## src/rtl/pqr_sweep_checker_pkg.sv

```systemverilog
// ----------------------------------------------------------------------------
// pqr_sweep_checker_pkg
// Shared definitions for the P/Q/R truth-table sweep checker.
//   state_t     : sweep controller states (IDLE / DRIVE / DONE)
//   IDX_W       : width of the combination index driving {P,Q,R}
//   TABLE_W     : number of truth-table entries (2**IDX_W)
//   CNT_W       : width of the mismatch count (must hold 0..TABLE_W)
//   HOLD_CNT_W  : width of the per-combination hold counter
//   popcount()  : number of set bits in a truth-table sized vector
// ----------------------------------------------------------------------------
package pqr_sweep_checker_pkg;

    typedef enum logic [1:0] {
        IDLE  = 2'd0,
        DRIVE = 2'd1,
        DONE  = 2'd2
    } state_t;

    localparam int IDX_W      = 3;
    localparam int TABLE_W    = 8;
    localparam int CNT_W      = 4;
    localparam int HOLD_CNT_W = 8;

    // Mismatch count is the popcount of (captured XOR golden).
    function automatic logic [CNT_W-1:0] popcount(input logic [TABLE_W-1:0] v);
        logic [CNT_W-1:0] n;
        n = '0;
        for (int i = 0; i < TABLE_W; i++) begin
            n = n + CNT_W'(v[i]);
        end
        return n;
    endfunction

endpackage

```

## src/rtl/pqr_sweep_checker_sweep_hold_timer.sv

```systemverilog
// ----------------------------------------------------------------------------
// sweep_hold_timer
// Counts the cycles a P/Q/R combination has been held and raises a
// sample strobe in the last of HOLD cycles, then wraps back to zero.
//   clk    : clock, rising edge
//   rst    : asynchronous active-high reset
//   clear  : restart counting from zero (new sweep launched)
//   enable : count only while the sweep is driving combinations
//   sample : high in the cycle the current combination should be sampled
// ----------------------------------------------------------------------------
module sweep_hold_timer
    import pqr_sweep_checker_pkg::*;
#(
    parameter int HOLD = 4
) (
    input  logic clk,
    input  logic rst,
    input  logic clear,
    input  logic enable,
    output logic sample
);

    localparam logic [HOLD_CNT_W-1:0] LAST = HOLD_CNT_W'(HOLD - 1);

    logic [HOLD_CNT_W-1:0] count;

    // With HOLD=1 LAST is zero, so every enabled cycle is a sample cycle.
    assign sample = enable && (count == LAST);

    always_ff @(posedge clk or posedge rst) begin
        if (rst) begin
            count <= '0;
        end else if (clear) begin
            count <= '0;
        end else if (enable) begin
            count <= sample ? '0 : count + HOLD_CNT_W'(1);
        end
    end

endmodule

```

## config.mk

```make
export PLATFORM = sky130hd
export DESIGN_NAME = sweep_hold_timer
export DESIGN_NICKNAME = d
export VERILOG_FILES = /design/src/rtl/pqr_sweep_checker_pkg.sv /design/src/rtl/pqr_sweep_checker_sweep_hold_timer.sv
export SDC_FILE = /design/constraint.sdc
export NUM_CORES = 1
export LEC_CHECK = 0
export CORE_AREA = 8 8 45 47
export CTS_BUF_LIST = sky130_fd_sc_hd__clkbuf_4
export CTS_CLUSTER_DIAMETER = 80
export CTS_CLUSTER_SIZE = 20
export DETAILED_ROUTE_END_ITERATION = 12
export DIE_AREA = 0 0 53 55
export PLACE_DENSITY = 0.63
export SLEW_MARGIN = 10
export SYNTH_ARGS = -nofsm -noshare
export SYNTH_HDL_FRONTEND = slang
export SYNTH_SLANG_ARGS = --single-unit
```

## constraint.sdc

```tcl
create_clock -name clk -period 1.7 [get_ports clk]
set_clock_uncertainty 0.15 [all_clocks]
set_input_delay 0.34 -clock clk [delete_from_list [all_inputs] [get_ports clk]]
set_output_delay 0.34 -clock clk [all_outputs]
set_load 0.03 [all_outputs]
```

Word-level counts from Yosys, hierarchy flattened
Cells that the tools add are included.

Flip-flop bits (word level): 8. Latch bits: 0. Bits in writable memories: 0. Memory bits (read-only): 0. Input port bits: 4. Output and inout port bits: 1. Memories kept: 0.

Add/sub/neg operators: 1. Multiply operators: 0. Divide/modulo/power cells: 0. Magnitude comparators: 0. Equality and inequality tests: 1. Shifts and indexed selects: 0. Multiplexer cells: 3. Bitwise gates (word level): 0. Reductions and logical operators: 2.

Operators with widths (number): $mux W8 (3); $add A8 B1 Y8 const B (1); $eq A8 B2 Y1 const B (1); $reduce_bool A2 Y1 (1); $logic_and A1 B1 Y1 (1).

Logic depth before layout (Yosys ltp)
Depth after elaboration: 5. Mapped depth: 4. Depth with buffers taken out: 4.

Worst setup path before layout
OpenSTA, ideal clock, no wires.

Path type: register to output. From: register count[0]. To: output sample. Data arrival time: 1.315 ns. Setup slack: -0.105 ns. Cell stages (with the launch flop): 4. Path buffers: 0. Path through: dfrtp_1 ha_1 or4b_1 nor2_4.

Longest elaborated chain between the ends: 2.

Ends and longest elaborated chain: from (decl) (line pqr_sweep_checker_sweep_hold_timer.sv:25) `logic [HOLD_CNT_W-1:0] count;`; from (signal assigned) (line pqr_sweep_checker_sweep_hold_timer.sv:36) `count <= sample ? '0 : count + HOLD_CNT_W'(1);`; $eq A8 B2 Y1 (line pqr_sweep_checker_sweep_hold_timer.sv:28) `assign sample = enable && (count == LAST);`; $logic_and A1 B1 Y1 (line pqr_sweep_checker_sweep_hold_timer.sv:28); to (decl) (line pqr_sweep_checker_sweep_hold_timer.sv:20) `output logic sample`.

Every way passes these cells.

Final worst setup path
From: register count[1]. To: output sample.

The elaborated chain is that of the path after synthesis.

==> results.md <==
* Status: finished with violations
* Violated checks: negative setup slack
* Clk root buf: clkbuf_4
* Hold Path Class: in2async
* Tcrit/Tclk final at 118%
* Final slew viol count at 0
* Area growth syn-to-layout at 42.4%
* Site Rows at 14
* Slew headroom at 78.1%
* Slew @ Worst Pin at 0.329 ns
* Startpoint Class: flip-flop
* Worst path cell trace: ha_2, or4b_4, nor2_4, buf_6
* Clock slew at reported path FFs at roughly 0.060 ns
* Fraction of layout cells with a size suffix above 1 at between 30 and 40%
* Lkg Pwr at ~0.30 nW
* Vias in the first global route at approximately 410
* ANT cells at 0
* Final core utilization at a little under half
* Register area share after synthesis at 44.9%
* PortBufs at 4
* Largest delay share family, worst path: simple AND/OR/NAND/NOR gates
* CTS Buf Count at 3
* Clk sinks at 8
* Die Span X at between 50 and 60 um
* Fraction of synthesized area in multiplexers at 2.25%
* Cell taking the most area after synthesis: dfrtp_1
* Crit-path max cell delay at around 0.48 ns
* Complex-gate fraction of the synthesized area at between 10 and 15%
* Wire length per cell at around 13 um
* Final setup vio count at 1
* Chip height at 55 um
* Fmax at roughly 500 MHz
* Final layout net count at 70
* Max FO, Critical Path at 2
* DP Worst Slack at -0.367 ns
* DP HPWL at roughly 800 um
* Syn Area/Cell at just over 10 um2
* Largest family of logic cells by synthesized area: simple AND/OR/NAND/NOR gates
* Slowest-stage cell, CP: or4b_4
* Worst path bufs/invs at 1
* Post-layout minimum cycle time at a little over 2 ns
* Simple-Gate Fraction of Synth Area at approximately a quarter
* Mapped cell area at ~450 um2
* Arrival @ worst endpoint at around 1.5 ns
* Cts hold-fix bufs at 0
* Pin count of the biggest net entering global routing at 10
* Gpl congestion at 0.787
* CTS tree: done
* Clock Path Buffers at 2
* Clk_lat worst skew at 0.25 ns
* Initial DRC Count at 3
* Xor/xnor share of the synthesized area at ~6%
* Residual DRC at 0
* Drt pass-1 iters at 2
* Initial antenna violation count at 0
* Inst Count DP at 74
* Largest regs: count: 8 flops
* Remaining antenna violation count after routing at 0
* Crit. End Element: output port
* Post-synthesis adder-cell area fraction at around 2.8%
* Vias per inst at 5.05
* Yosys cell types at 23
* Max reg flops at 8
* Full die area at approximately 0.0029 mm2
* Grt total ovfl at 0
* Most flop-heavy register: count
* Initial Util at 32.2%
* RSZ-0062 raised after global routing: true
* First-pass GRT wire length at 1790 um
* Core area at approximately 0.0014 mm2
* I/O Pins at 5
* Max_cap viols at 0
* Synth Net Count at 48
* Setup ws final at -0.312 ns
* Yosys Warn Count at 0
* WS Path Type: reg2out
* #FFs+latches synth at 8
* Top cell type's share of synthesized area at between 40% and 50%
* Fillers at about 130
* Final wirelength at between 1000 and 1500 um
* Non-Filler Instances at between 70 and 80
* Critical Path RT at 1.21 ns
* Area contributors post-synth: dfrtp_1 45%, xor2_1 5.9%, o21ai_0 4.5%
* Gr usage total at under 10%
* Final Hold Fails at 0
* Worst vdd ir at 0.274 mV
* Power Dens Cells at around 640 mW/mm2
* Mapped Cells at 43
* Vias at 399
* H-tree depth at 1
-- metal layers --
layer | up-vias | track usage (%) | part of all wire (%)
met5 | - | 0 | 0
met4 | 0 | 5.17 | 1.2
met3 | 2 | 2.41 | 1.4
met2 | 4 | 13.9 | 52
met1 | 192 | 9.71 | 45
li1 | 201 | - | -
-- layout make-up --
cell class,count,area (um2),share of cell area (%)
sequential,8,200,31.6
multi-input combinational,32,235,37.1
clock buffer,3,22.5,3.55
tap,16,20.0,3.16
timing repair buffer,19,153,24.1
inverter,1,3.75,0.592
-- placed cells by master, fill, tap and decap left out --
cell / instances
xor2_1: 3
dfrtp_1: 8
clkdlybuf4s50_1: 2
a21oi_1: 3
nor2_4: 1
nand3_1: 2
nor2b_1: 1
o2111ai_1: 1
nand4_1: 2
or4b_4: 2
dlygate4sd2_1: 1
nor3_1: 2
clkbuf_4: 3
buf_4: 15
mux2i_1: 1
ha_2: 1
o21ai_1: 2
o21ai_0: 3
nand2b_1: 1
nand4_2: 1
nor2_1: 2
or3_1: 3
a211oi_2: 1
inv_1: 1
buf_6: 1
-- stage by stage --
stage          cell area (um2)  TNS [ns]  hold slack (ns)  total power [mW]
4_1_cts                    627    -0.330            0.188             0.400
3_3_place_gp               592    -0.957            0.455             0.249
6_report                   634    -0.312            0.183             0.403
2_1_floorplan              449   -0.0964          0.00566             0.227
3_5_place_dp               592     -1.10            0.462             0.250
5_1_grt                    634    -0.399            0.204             0.429
-- kinds of logic (layout without fill, tap and decap cells) --
kind of cell             count (synthesis)  after routing
AND/OR/NAND/NOR                         17             17
AO/OA/AOI/OAI                           10             10
flip-flops                               8              8
XOR/XNOR                                 3              3
buffers and inverters                    3             23
adder cells (fa/ha/maj)                  1              1
multiplexers                             1              1
-- synth_stat cells (all sizes together) --
cell type and instances:
a211oi 1, or4b 2, nor3 2, dfrtp 8, o2111ai 1, xor2 3
nand4 3, nand2b 1, or3 3, ha 1, o21ai 5, mux2i 1
nor2b 1, nor2 3, a21oi 3, buf 2, inv 1, nand3 2
-- worst register-to-register path, stage by stage, from the launching register on --
cell and delay, ns:
dfrtp_1 0.35, ha_2 0.18, buf_4 0.10, buf_4 0.09, o21ai_1 0.07, or3_1 0.39
a211oi_2 0.17
-- what timing repair did --
item | CTS | global route
setup endpoints to repair | 1 | 2
pin swaps | 2 | 2
buffers inserted | 1 | 1
gates resized for setup | 3 | 1
-- worst paths after layout --
| check | from | end | slack, ns | depth (start not counted) |
|---|---|---|---|---|
| setup / recovery | count[1] | sample | -0.31 | 4 |
| hold / removal | rst | count[6] | 0.18 | 2 |
| setup reg to reg | count[1] | count[6] | 0.11 | 6 |
| hold reg to reg | count[7] | count[7] | 0.49 | 3 |
| max in group asynchronous | rst | count[0] | 0.97 | 2 |
| min in group clk | enable | count[1] | 0.48 | 4 |
-- power by group --
| part | switching, mW | internal (mW) | leakage, nW | total [mW] |
|---|---|---|---|---|
| combinational | 0.0253 | 0.0273 | 0.171 | 0.0527 |
| clock | 0.0724 | 0.0814 | 0.0138 | 0.154 |
| sequential | 0.00224 | 0.194 | 0.110 | 0.196 |
No activity file was read; power rests on OpenSTA's default activity.
